--- src/rtl/ext_irq_gw.sv ---
// ext_irq_gw: external-interrupt gateway / arbiter (PLIC-lite).
// Synchronizes SRC_NUM device lines, keeps per-source IDLE/PEND/INFL state,
// picks the highest-priority enabled pending source above threshold and
// drives ext_irq. Software claims (read 0x8C) and completes (write 0x8C).
// Optional build macro EXT_IRQ_EDGE_EN: edge-triggered sources with a
// per-source retrigger flag; without it sources are level-triggered.
module ext_irq_gw #(
  parameter int SRC_NUM = 8,
  parameter int PRIO_W  = 3
) (
  input  logic               clk,
  input  logic               rstn,
  input  logic [SRC_NUM-1:0] src_irq,
  output logic               ext_irq,
  input  logic               reg_vld,
  input  logic               reg_wr,
  input  logic [7:0]         reg_addr,
  input  logic [31:0]        reg_wdata,
  output logic [31:0]        reg_rdata,
  output logic               reg_rvld
);
  localparam logic [1:0] ST_IDLE = 2'd0;
  localparam logic [1:0] ST_PEND = 2'd1;
  localparam logic [1:0] ST_INFL = 2'd2;

  localparam logic [7:0] A_PEND = 8'h80;
  localparam logic [7:0] A_EN   = 8'h84;
  localparam logic [7:0] A_THR  = 8'h88;
  localparam logic [7:0] A_CLM  = 8'h8C;

  // Index i of every per-source array holds ID i+1.
  logic [SRC_NUM-1:0] r_s1, r_s2;
  logic [1:0]         r_st   [SRC_NUM];
  logic [PRIO_W-1:0]  r_prio [SRC_NUM];
  logic [SRC_NUM-1:0] r_en;
  logic [PRIO_W-1:0]  r_thr;
  logic [4:0]         r_best_id;
  logic [PRIO_W-1:0]  r_best_prio;
  logic               r_claim_busy;
  logic [31:0]        r_rdata;
  logic               r_rvld;

  logic               w_rd, w_wr, w_claim_ok, w_cmpl;
  logic [SRC_NUM-1:0] w_set, w_pend, w_claim_hit, w_cmpl_hit;
  logic [4:0]         w_arb_id;
  logic [PRIO_W-1:0]  w_arb_prio;
  logic [31:0]        w_rdata;
  logic               w_unused;

  assign w_rd       = reg_vld & ~reg_wr;
  assign w_wr       = reg_vld &  reg_wr;
  // A claim right after another sees a stale arbiter result; it returns 0.
  assign w_claim_ok = w_rd & (reg_addr == A_CLM) & ~r_claim_busy;
  assign w_cmpl     = w_wr & (reg_addr == A_CLM);
  assign w_unused   = ^{reg_wdata, r_best_prio};

`ifdef EXT_IRQ_EDGE_EN
  logic [SRC_NUM-1:0] r_s3, r_retrig;
  assign w_set = r_s2 & ~r_s3;
`else
  assign w_set = r_s2;
`endif

  // Two-flop synchronizer (plus edge-history flop in edge mode)
  always_ff @(posedge clk or negedge rstn) begin
    if (!rstn) begin
      r_s1 <= '0;
      r_s2 <= '0;
`ifdef EXT_IRQ_EDGE_EN
      r_s3 <= '0;
`endif
    end else begin
      r_s1 <= src_irq;
      r_s2 <= r_s1;
`ifdef EXT_IRQ_EDGE_EN
      r_s3 <= r_s2;
`endif
    end
  end

  // Per-source claim/complete hit decode and pending view
  always_comb begin
    w_claim_hit = '0;
    w_cmpl_hit  = '0;
    w_pend      = '0;
    for (int i = 0; i < SRC_NUM; i++) begin
      w_claim_hit[i] = w_claim_ok && (r_best_id == 5'(i + 1));
      w_cmpl_hit[i]  = w_cmpl && (reg_wdata[4:0] == 5'(i + 1));
      w_pend[i]      = (r_st[i] == ST_PEND);
    end
  end

  // Gateway state per source; claim has precedence over a new pending-set
  always_ff @(posedge clk or negedge rstn) begin
    if (!rstn) begin
      for (int i = 0; i < SRC_NUM; i++) r_st[i] <= ST_IDLE;
    end else begin
      for (int i = 0; i < SRC_NUM; i++) begin
        case (r_st[i])
          ST_IDLE: if (w_set[i]) r_st[i] <= ST_PEND;
          ST_PEND: if (w_claim_hit[i]) r_st[i] <= ST_INFL;
          ST_INFL: if (w_cmpl_hit[i])
`ifdef EXT_IRQ_EDGE_EN
                     r_st[i] <= (r_retrig[i] | w_set[i]) ? ST_PEND : ST_IDLE;
`else
                     r_st[i] <= ST_IDLE;
`endif
          default: r_st[i] <= ST_IDLE;
        endcase
      end
    end
  end

`ifdef EXT_IRQ_EDGE_EN
  // Retrigger flag remembers an edge seen while the source was busy
  always_ff @(posedge clk or negedge rstn) begin
    if (!rstn) begin
      r_retrig <= '0;
    end else begin
      for (int i = 0; i < SRC_NUM; i++) begin
        if (r_st[i] == ST_INFL && w_cmpl_hit[i]) r_retrig[i] <= 1'b0;
        else if (w_set[i] && r_st[i] != ST_IDLE) r_retrig[i] <= 1'b1;
      end
    end
  end
`endif

  // Configuration register writes
  always_ff @(posedge clk or negedge rstn) begin
    if (!rstn) begin
      for (int i = 0; i < SRC_NUM; i++) r_prio[i] <= '0;
      r_en  <= '0;
      r_thr <= '0;
    end else if (w_wr) begin
      for (int i = 0; i < SRC_NUM; i++)
        if (reg_addr == 8'((i + 1) * 4)) r_prio[i] <= reg_wdata[PRIO_W-1:0];
      if (reg_addr == A_EN)  r_en  <= reg_wdata[SRC_NUM:1];
      if (reg_addr == A_THR) r_thr <= reg_wdata[PRIO_W-1:0];
    end
  end

  // Arbiter: strict '>' while scanning upward keeps the lowest ID on ties
  always_comb begin
    w_arb_id   = '0;
    w_arb_prio = '0;
    for (int i = 0; i < SRC_NUM; i++) begin
      if (w_pend[i] && r_en[i] && (r_prio[i] > r_thr) && (r_prio[i] > w_arb_prio)) begin
        w_arb_id   = 5'(i + 1);
        w_arb_prio = r_prio[i];
      end
    end
  end

  // Registered arbiter result and post-claim guard
  always_ff @(posedge clk or negedge rstn) begin
    if (!rstn) begin
      r_best_id    <= '0;
      r_best_prio  <= '0;
      r_claim_busy <= 1'b0;
    end else begin
      r_best_id    <= w_arb_id;
      r_best_prio  <= w_arb_prio;
      r_claim_busy <= w_claim_ok;
    end
  end

  // Read data mux
  always_comb begin
    w_rdata = '0;
    for (int i = 0; i < SRC_NUM; i++)
      if (reg_addr == 8'((i + 1) * 4)) w_rdata[PRIO_W-1:0] = r_prio[i];
    case (reg_addr)
      A_PEND:  w_rdata[SRC_NUM:1] = w_pend;
      A_EN:    w_rdata[SRC_NUM:1] = r_en;
      A_THR:   w_rdata[PRIO_W-1:0] = r_thr;
      A_CLM:   w_rdata[4:0] = w_claim_ok ? r_best_id : 5'd0;
      default: ;
    endcase
  end

  // Read response register, one-cycle valid pulse
  always_ff @(posedge clk or negedge rstn) begin
    if (!rstn) begin
      r_rdata <= '0;
      r_rvld  <= 1'b0;
    end else begin
      r_rvld <= w_rd;
      if (w_rd) r_rdata <= w_rdata;
    end
  end

  assign reg_rdata = r_rdata;
  assign reg_rvld  = r_rvld;
  assign ext_irq   = (r_best_id != 5'd0) & ~r_claim_busy;
endmodule

--- config.mk ---
export PLATFORM = sky130hd
export DESIGN_NAME = ext_irq_gw
export DESIGN_NICKNAME = d
export VERILOG_FILES = /design/src/rtl/ext_irq_gw.sv
export SDC_FILE = /design/constraint.sdc
export NUM_CORES = 1
export LEC_CHECK = 0
export ABC_AREA = 1
export CORE_ASPECT_RATIO = 0.6
export CORE_MARGIN = 5
export CORE_UTILIZATION = 25
export DETAILED_ROUTE_END_ITERATION = 7
export PLACE_DENSITY = 0.5
export SETUP_SLACK_MARGIN = 0.4
export SYNTH_ARGS = -nofsm -noshare
export SYNTH_HDL_FRONTEND = slang
export SYNTH_SLANG_ARGS = --single-unit
--- constraint.sdc ---
create_clock -name clk -period 20.2 [get_ports clk]
set_clock_uncertainty 0.05 [all_clocks]
set_input_delay 2.02 -clock clk [delete_from_list [all_inputs] [get_ports clk]]
set_output_delay 2.02 -clock clk [all_outputs]
set_load 0.05 [all_outputs]
* Word-level counts from Yosys, hierarchy flattened
Index checks and enable logic that the tools add are counted.
** Operators by class
- Multiplexer cells :: 60
- Reduce and logical (&&, ||, !) cells :: 67
- Shift-type cells :: 0
- $add $sub $neg :: 0
- Equal/unequal tests :: 68
- Order comparisons :: 16
- Div/mod/pow operators :: 0
- Bitwise gates (word level) :: 8
- Multiply operators :: 0
** Operator list (count)
- $pmux 2 s3 :: 9
- $mux 2 :: 24
- $gt 3x3->1 :: 15
- $mux 3 :: 15
- $eq 5x3->1 const B :: 8
- $logic_and 1x1->1 :: 40
- $mux 5 :: 8
- $eq 8x5->1 const B :: 4
- $eq 8x8->1 const B :: 4
- $ne 2x2->1 const B :: 16
- $reduce_and 3->1 :: 8
- $eq 5x2->1 const B :: 4
- $reduce_and 2->1 :: 10
- $eq 2x1->1 const B :: 8
- $eq 2x2->1 const B :: 8
- $eq 8x4->1 const B :: 2
- $logic_not 2->1 :: 8
- $ne 2x1->1 const B :: 8
- $eq 5x1->1 const B :: 2
- $eq 5x4->1 const B :: 2
- $eq 8x3->1 const B :: 1
- $eq 8x6->1 const B :: 1
- $pmux 2 s4 :: 1
- $pmux 4 s2 :: 1
- 6 further kinds :: 12
** Word-level totals
- Latch bits :: 0
- Bits in read-only memories :: 0
- Memories :: 0
- Bits in registers :: 83
- Input bits :: 52
- Output and inout bits :: 34
- Bits in writable memories :: 0

* Logic depth before layout (Yosys ltp)
- Word-level depth :: 26
- Mapped depth :: 63

* Least setup slack after synthesis
OpenSTA, ideal clock, no wires.
- Path kind :: register to register
- Start :: register r_thr[2]
- End :: register r_best_id[2]
- Stages on the path, launching flop included :: 57
- Buffers on the path :: 0
- Period minus slack after synthesis :: 8.177 ns
- Path slack :: 12.023 ns
- Data arrival time :: 7.985 ns
- Cells stage by stage :: dfrtp_1 -> inv_1 -> ha_1 -> nand2_1 -> nor2_1 -> nor2_2 -> nand3_2 -> nor2_2 -> inv_1 -> ha_1 -> nand2_1 -> nor2_1 -> nor2_1 -> nor2_4 -> nand2_2 -> nand2_1 -> and2_1 -> ha_1 -> (+21 left out) -> ha_1 -> nor2_1 -> or2_2 -> nand3_2 -> nand3_4 -> nand2_4 -> nand2_2 -> and2_1 -> ha_1 -> a311oi_1 -> nand3_1 -> or2_2 -> nand2_1 -> ha_1 -> nand3_1 -> nand4_1 -> nor3_1 -> a31oi_1
** On the way
- Cells in the longest elaborated chain, start to end :: 25
- Elaborated cells on any way between the ends :: 44
- Classes of those cells :: order compare (15); mux (13); reduce/logical (16)
** RTL lines
- start: declaration :: RTL line 36 : logic [PRIO_W-1:0] r_thr;
- start signal: assignment :: RTL line 138 : if (reg_addr == A_THR) r_thr <= reg_wdata[PRIO_W-1:0];
- $gt 3x3->1 :: RTL line 147 : if (w_pend[i] && r_en[i] && (r_prio[i] > r_thr) && (r_prio[i] > w_arb_prio)) begin
- $logic_and 1x1->1 (2 in a row) :: RTL line 147
- $mux 3 :: RTL line 147
- $gt 3x3->1 :: RTL line 147
- $logic_and 1x1->1 :: RTL line 147
- $mux 3 :: RTL line 147
- $gt 3x3->1 :: RTL line 147
- $logic_and 1x1->1 :: RTL line 147
- (+9 left out)
- $mux 3 :: RTL line 147
- $gt 3x3->1 :: RTL line 147
- $logic_and 1x1->1 :: RTL line 147
- $mux 3 :: RTL line 147
- $gt 3x3->1 :: RTL line 147
- $logic_and 1x1->1 :: RTL line 147
- $mux 5 (*) :: RTL line 147
- named net w_arb_id[2] :: RTL line 45 : logic [4:0] w_arb_id;
- end signal: assignment :: RTL line 161 : r_best_id <= w_arb_id;
- end: declaration :: RTL line 37 : logic [4:0] r_best_id;
The timed path passes the listed nets; every way through them passes the cells marked *.
A chain may end at the register's enable or synchronous reset.

* Final worst setup path
- Start :: register r_thr[2]
- End :: register r_best_id[1]
Same word-level chain as after synthesis.

==> metrics.md <==
| Metric | Value |
|---|---|
| Number of remaining DRC errors | 0 |
| Critical Path End | r_best_id[1] |
| Initial antenna violation count | 0 |
| # nets final | around 800 |
| Crit path capture type | flop |
| Asr flop ratio synth | 1.00 |
| Most common cell on crit path | ha_1 |
| Critical Path RT | 20.35 ns |
| Pins Over Slew Limit | 0 |
| CTS tree | yes |
| Seq cells post-synth | just over 80 |
| Slowest-stage cell, CP | nor3_1 |
| Crit-path max FO | 8 |
| Fmax | ~100 MHz |
| Multi-input gate area | roughly 2700 um2 |
| Fin. Hold Viols | 0 |
| Vias in the first global route | ~4200 |
| # IOs | 86 |
| Share of layout cells above drive strength 1 | 0.0981 |
| Top_reg_cell synth | dfrtp_1 |
| Hold WC Path Type | flop to flop |
| First-pass GRT wire length | 23800 um |
| RR Endpoint | r_best_id[1] |
| Initial core utilization | 0.257 |
| Arrival time worst endpoint | about 10 ns |
| Clock Pin Slew Worst Setup and Hold Paths | around 0.070 ns |
| Reg2reg start | r_thr[2] |
| Synth-to-layout area growth | 19.0% |
| RSZ-0062 raised after global routing | false |
| Max Root-Sink Buffers | 2 |
| Clock buffer count from CTS | 9 |
| Final Setup Violations | 0 |
| WL per Instance | roughly 15 um |
| N_diodes | 0 |
| ANT nets after route | 0 |
| DRT iter0 DRCs | just over 300 |
| CP Launch Point | r_thr[2] |
| Clock Sinks | 82 |
| Register area | slightly above 2000 um2 |
| Post-CTS Setup Bufs | 0 |
| Critical path class | flop to flop |
| Post-synth EDFFs | 0 |
| Post-Route WL | approximately 15000 um |
| Max cap viols | 0 |
| Via Count | 4298 |
| DPL Wire Length | around 11000 um |
| Final period utilization | 0.481 |
| Leak | between 0.002 and 0.003 uW |
| CTS H-tree lvls | 3 |
| R2r setup slk | 10.48 ns |
| Root Driver | clkbuf_16 |
| Cts hold-fix bufs | 0 |
| GR Util All Layers | 0.129 |
| Core footprint | ~20000 um2 |
| Syn Std Cell Area | around 5200 um2 |
| 1st-pass router iterations | 4 |
| Via density | roughly 4.4 |
| Clock latency on the worst-skew pair | between 0.3 and 0.4 ns |
| Synth Instances | 642 |
| Cells on worst reg2reg path | 57 |
| Power, Total | 432 uW |
| Startpoint type of the worst setup path | flop |
| Full die area | 23800 um2 |
| Critical Path Max Stage Delay | ~0.60 ns |
| Max VDD drop | 0.0448 mV |
| Slew Limit Headroom | 0.427 |
| Post-CTS sizing | 0 |
| Routability cong. | around 0.83 |
| Slew of the pin with the lowest slew margin | between 0.8 and 0.9 ns |
| P per Cell Area | between 70 and 80 nW/um2 |
| Port-buffer cells | 39 |
| Core Util, Final | 0.306 |
| Die height | 121 um |
| Avg Cell Area, Syn | a little over 8 um2 |
| Filler Cell Count | ~2200 |
| # rows | 40 |
| Distinct cells, synth | between 40 and 50 |
| DIE WIDTH | 196 um |
| Sequential share of the synthesized area | 0.396 |
| Largest net degree at the start of global routing | 66 |
| Overflow after GRT | 0 |
| Ys Warns | 0 |
| Setup TNS | 0 ns |
| Min Tclk post-route | approximately 9.7 ns |
| Status | complete, no violations |
==> power by group <==
part / total, uW / switching [uW] / internal, uW
Sequential: 177 / 5.95 / 171
Clock: 196 / 74.2 / 122
Combinational: 58.5 / 40.2 / 18.3
==> flip-flops by register name, indices dropped and copies added (netlist names) <==
| name | count |
|---|---|
| r_best_id | 4 |
| r_claim_busy | 1 |
| r_en | 8 |
| r_prio | 24 |
| r_s1 | 8 |
| r_s2 | 8 |
| r_st | 16 |
| r_thr | 3 |
| reg_rdata | 9 |
| reg_rvld | 1 |
==> routing by layer <==
| metal | GRT usage | share of wire | up-vias |
|---|---|---|---|
| li1 | - | - | 2190 |
| met1 | 0.206 | 0.56 | 1999 |
| met3 | 0.0366 | 0.057 | 8 |
| met2 | 0.170 | 0.38 | 101 |
| met4 | 0.0205 | 0.0063 | 0 |
| met5 | 0 | 0 | - |
==> worst max-delay path, delay by kind of cell, from the launching register on <==
family / cells / cell delay (ns)
simple gates: 37 / 4.81
fa+ha+maj: 8 / 2.32
compound gates: 6 / 1.16
buf+inv: 6 / 0.81
flops: 1 / 0.40
==> how the worst min path moves through the flow <==
stage            start      end  slack, ns  cells after the start
3_5_place_dp   r_s1[6]  r_s2[6]       0.28                      0
5_1_grt        r_s1[3]  r_s2[3]       0.31                      0
2_1_floorplan  r_s1[0]  r_s2[0]       0.28                      0
6_report       r_s1[2]  r_s2[2]       0.30                      0
3_3_place_gp   r_s1[2]  r_s2[2]       0.28                      0
4_1_cts        r_s1[6]  r_s2[6]       0.30                      0
==> final cells by class <==
class                           count  area share
Clock buffer                        9      0.0365
Clock inverter                      7      0.0203
Inverter                           87      0.0534
Multi-Input combinational cell    467       0.436
Sequential cell                    82       0.333
Tap cell                          273      0.0554
Timing Repair Buffer               41      0.0654
==> cells by family (layout without fill, tap and decap cells) <==
kind of cell / Yosys count / in the layout / synth area share
flip-flops: 82 / 82 / 0.396
AND/OR/NAND/NOR: 278 / 278 / 0.260
multiplexers: 4 / 4 / 0.00870
adder cells (fa/ha/maj): 41 / 41 / 0.0991
buffers and inverters: 115 / 144 / 0.101
AO/OA/AOI/OAI: 121 / 121 / 0.134
other: 1 / 23 / 0.000724
==> placed cells by master (no fill, tap or decap), types with 5 or more instances in the layout <==
cell,n
nand2_1,125
dfrtp_1,82
inv_1,78
o21ai_0,56
nor2_1,52
ha_1,41
nand3_1,40
clkdlybuf4s50_1,38
a21oi_1,27
conb_1,23
nand3_2,10
nand2_2,10
nor3_1,9
clkbuf_16,9
nand4_1,7
inv_2,6
o21ai_1,6
a31oi_1,5
a211oi_1,5
==> through the flow <==
step           hold slack [ns]  instances  setup slack, ns  cell area (um2)
6_report                 0.298        966            10.48             6160
5_1_grt                  0.306        966             9.55             6160
4_1_cts                  0.300        966            10.52             6160
3_5_place_dp             0.285        950            10.56             5810
3_3_place_gp             0.282        950            10.54             5810
2_1_floorplan            0.281        664            12.02             5260
==> synthesized netlist by cell type, types with 5 or more instances <==
cell | number | area share
a21oi_1 | 27 | 0.026
inv_1 | 78 | 0.057
o21ai_1 | 6 | 0.0058
buf_4 | 23 | 0.033
a211oi_1 | 5 | 0.0073
nand4_1 | 7 | 0.0085
ha_1 | 41 | 0.099
nand3_2 | 10 | 0.019
inv_2 | 6 | 0.0044
dfrtp_1 | 82 | 0.40
clkbuf_1 | 5 | 0.0036
a31oi_1 | 5 | 0.0060
nand3_1 | 40 | 0.039
nor2_1 | 52 | 0.038
nand2_1 | 125 | 0.091
nand2_2 | 10 | 0.012
nor3_1 | 9 | 0.0087
o21ai_0 | 56 | 0.054
No activity file was read; power rests on OpenSTA's default activity.
